==> src/rtl/register_right_8.sv <==
// -----------------------------------------------------------------------------
// register_right_8
//
// Serial-in, parallel-out / serial-out right-shift register with a saturating
// shift counter. Bits enter at the MSB and leave at the LSB, so an LSB-first
// serial word appears in dout_pa exactly as transmitted after WIDTH enabled
// shifts.
//
// Parameters:
//   WIDTH   - register length in bits (>= 2), default 8
//
// Ports:
//   clk     - rising-edge clock
//   rst     - synchronous, active-high reset (overrides en)
//   en      - shift enable
//   din     - serial data in, enters at sr[WIDTH-1]
//   dout_pa - parallel view of the shift register
//   dout_se - serial out, the register LSB
//   full    - high once WIDTH enabled shifts have occurred since reset (sticky)
// -----------------------------------------------------------------------------
module register_right_8 #(
    parameter int WIDTH = 8
) (
    input  logic             clk,
    input  logic             rst,
    input  logic             en,
    input  logic             din,
    output logic [WIDTH-1:0] dout_pa,
    output logic             dout_se,
    output logic             full
);

    localparam int CNT_W = $clog2(WIDTH + 1);
    localparam logic [CNT_W-1:0] CNT_MAX = CNT_W'(WIDTH);

    logic [WIDTH-1:0] r_sr;
    logic [CNT_W-1:0] r_cnt;
    logic             w_cnt_sat;

    assign w_cnt_sat = (r_cnt == CNT_MAX);

    always_ff @(posedge clk) begin
        if (rst) begin
            r_sr  <= '0;
            r_cnt <= '0;
        end else if (en) begin
            r_sr <= {din, r_sr[WIDTH-1:1]};
            // Counter stops at WIDTH so full stays asserted until reset.
            if (!w_cnt_sat) begin
                r_cnt <= r_cnt + CNT_W'(1);
            end
        end
    end

    // Outputs depend on state only; no combinational path from inputs.
    assign dout_pa = r_sr;
    assign dout_se = r_sr[0];
    assign full    = w_cnt_sat;

endmodule

==> config.mk <==
export PLATFORM = sky130hd
export DESIGN_NAME = register_right_8
export DESIGN_NICKNAME = d
export VERILOG_FILES = /design/src/rtl/register_right_8.sv
export SDC_FILE = /design/constraint.sdc
export NUM_CORES = 1
export LEC_CHECK = 0
export ABC_AREA = 1
export BUFFER_PORTS_ARGS = -buffer_cell sky130_fd_sc_hd__buf_2
export CORE_AREA = 2 2 39 41
export DETAILED_ROUTE_END_ITERATION = 8
export DIE_AREA = 0 0 41 43
export PLACE_DENSITY = 0.74
export REMOVE_ABC_BUFFERS = 1
export SLEW_MARGIN = 10
export SYNTH_ARGS = -nofsm -noshare
export SYNTH_HDL_FRONTEND = slang
export SYNTH_SLANG_ARGS = --single-unit
export TNS_END_PERCENT = 30
==> constraint.sdc <==
create_clock -name clk -period 1 [get_ports clk]
set_input_delay 0.3 -clock clk [delete_from_list [all_inputs] [get_ports clk]]
set_output_delay 0.3 -clock clk [all_outputs]
set_load 0.02 [all_outputs]
==> metrics.log <==
INFO  metric layout.filler_cells = 115
INFO  metric yosysWarnings = 0
INFO  metric share_of_post_route_cells_with_drive_strength_above_1 = 0.4894
INFO  metric cts_hold_buffers = 0
INFO  metric cp-start-kind = register
INFO  metric power.static_leakage = 0.3884 nW
INFO  metric final-max-slew-violation-count = 0
INFO  metric library_cell_with_the_largest_summed_area_after_synthesis = dfxtp_1
INFO  metric ys_seq_elements = 12
INFO  metric total_power = 1.132 mW
INFO  metric detail_route.iter0.violations = 11
INFO  metric clkTransAtPathRegs = 70 ps
INFO  metric finish.utilization = 0.5886
INFO  metric fp.coreArea = 1384 µm²
INFO  metric worstMarginPinSlew = 301.9 ps
INFO  metric routed_via_density = 4.736
INFO  metric arrival = 1010 ps
INFO  metric finalCritPeriodShare = 1.305
INFO  metric floorplan.io_pins = 14
INFO  metric num_antenna_cells = 0
INFO  metric clock_insertion_delay_worst_skew = 260 ps
INFO  metric cts.sinks = 12
INFO  metric die_h = 43 µm
INFO  metric first_global_vias = 495
INFO  metric initial_core_util = 0.3734
INFO  metric fin_skew = 1.948 ps
INFO  metric layout.cells.most_common_list = nor2_1, buf_6, dfxtp_2, buf_4, o21ai_0
INFO  metric dp_cells = 101
INFO  metric crit_path_end_kind = output port
INFO  metric slew-limit-headroom = 0.7985
INFO  metric required = 700 ps
INFO  metric power-per-cell-area = 1390 nW/µm²
INFO  metric area_delta_synth_final = 57.63%
INFO  metric tritoncts.num_buffers = 3
INFO  metric fin_nets = 101
INFO  metric finalSetupTns = -1013 ps
INFO  metric gpl.final_weighted_congestion = 0.6702
INFO  metric path_max_fanout = 2
INFO  metric worst_ir_drop_on_vdd = 0.8563 mV
INFO  metric drt_pass1_iterations = 4
INFO  metric seq_area_frac_synth = 0.4649
INFO  metric ant_nets = 0
INFO  metric remaining_routing_drc_violations = 0
INFO  metric clk_path_buf_depth = 2
INFO  metric cap_violations = 0
INFO  metric cts_tree = done
INFO  metric avgSynthCellArea = 7.599 µm²
INFO  metric worstSetupPathType = register to output port
INFO  metric detailroute.via_count = 521
INFO  metric worst_slack_setup_final = -305.0 ps
INFO  metric wire_length_of_the_first_global_routing_pass = 1890 µm
INFO  metric grt_setup_unrepaired = yes
INFO  metric routed_wl = 1090 µm
INFO  metric violations = setup timing
INFO  metric grt_antenna_before_repair = 0
INFO  metric die-width = 41 µm
INFO  metric register_area = 252.7 µm²
INFO  metric layout.cells.most_common = nor2_1
INFO  metric multi_input_area = 241.5 µm²
INFO  metric clk_root_buffer_cell = clkbuf_4
INFO  metric synth.top_cell.area_share = 0.4649
INFO  metric final_report_setup_violation_count = 13
INFO  metric yosysUniqueCellTypes = 13
INFO  metric worstHoldPathType = input pin to register
INFO  metric count_of_h_tree_levels_built_during_cts = 1
INFO  metric port_buffers = 13
INFO  metric synth.cell_area = 516.7 µm²
INFO  metric outcome = finished with violations
INFO  metric routedWlPerCell = 9.909 µm
INFO  metric final_cells = 110
INFO  metric final_hold_viol_count = 0
INFO  metric biggest_area_contributors_in_the_synthesized_netlist = dfxtp_1, nor2_1, o21ai_0
INFO  metric fmax = 766.3 MHz
INFO  metric final.min_clock_period = 1305 ps
INFO  metric grt_overflow = 0
INFO  metric design.die.area = 1763 µm²
INFO  metric syn_inst = 68
INFO  metric largest_net_degree_at_the_start_of_global_routing = 13
INFO  metric place_hpwl = 730.5 µm
INFO  metric floorplan.rows = 14
INFO  metric track_usage = 0.1559
==> synth_stat cells <==
cell,n
nor2_1,21
dfxtp_1,12
inv_1,8
o21ai_0,8
nand2_1,6
nand3_1,4
a21oi_1,2
ha_1,2
a31oi_1,1
buf_4,1
buf_6,1
bufbuf_8,1
nand4_1,1
==> where the power goes <==
| part | switching [mW] | internal (mW) |
|---|---|---|
| logic | 0.110 | 0.118 |
| registers | 0.0233 | 0.512 |
| clock network | 0.148 | 0.221 |
| total | 0.281 | 0.851 |
==> worst max-delay path, cell delays in order (launching register included) <==
cell and delay [ps]:
dfxtp_2 340, inv_2 40, ha_4 160, nand3_4 60, inv_2 40, buf_6 120
==> worst paths after layout <==
kind	endpoint	depth (start not counted)	slack (ps)	start
max	full	5	-310	r_cnt[0]
min	dout_pa[7]	3	260	din
max reg2reg	r_cnt[1]	8	-210	r_cnt[0]
min reg2reg	dout_pa[0]	2	500	dout_pa[1]
==> state kept, by name (all words and copies together) (netlist names) <==
signal   count
dout_pa      8
r_cnt        4
==> per-layer routing <==
| metal | routed length (µm) | vias to the layer above | track usage |
|---|---|---|---|
| met5 | 0 | - | 0 |
| met4 | 29 | 0 | 0.1000 |
| met3 | 54 | 4 | 0.02618 |
| met2 | 567 | 14 | 0.2500 |
| met1 | 438 | 237 | 0.1782 |
| li1 | - | 266 | - |
==> cell families after synthesis <==
logic type / share of synthesized area
AO/OA/AOI/OAI: 0.1090
adder cells (fa/ha/maj): 0.04842
buffers and inverters: 0.1308
flip-flops: 0.4649
AND/OR/NAND/NOR: 0.2470
==> metrics by stage <==
| step | hold slack (ps) | cell area, µm² | setup slack [ps] |
|---|---|---|---|
| after floorplan | 434.9 | 479.2 | -169.1 |
| after global placement | 483.0 | 629.4 | -115.8 |
| after detailed placement | 485.3 | 629.4 | -136.9 |
| after CTS | 253.7 | 795.8 | -315.1 |
| after global routing | 281.9 | 814.5 | -362.5 |
| final | 259.1 | 814.5 | -305.0 |
==> what timing repair did <==
action	CTS	global route
pin swaps	6	6
setup buffers	5	1
endpoints found under the hold margin	0	0
setup endpoints to repair	12	13
gates cloned	0	0
resized for setup	38	2
==> cell type report <==
type | instances | area share
flip-flops and latches | 12 | 0.3103
multi-input cells | 45 | 0.2965
repair buffers | 25 | 0.2872
clock buffers | 4 | 0.04455
inverters | 8 | 0.03687
well taps | 16 | 0.02458
Note: power is estimated with default switching activity, not from simulation.
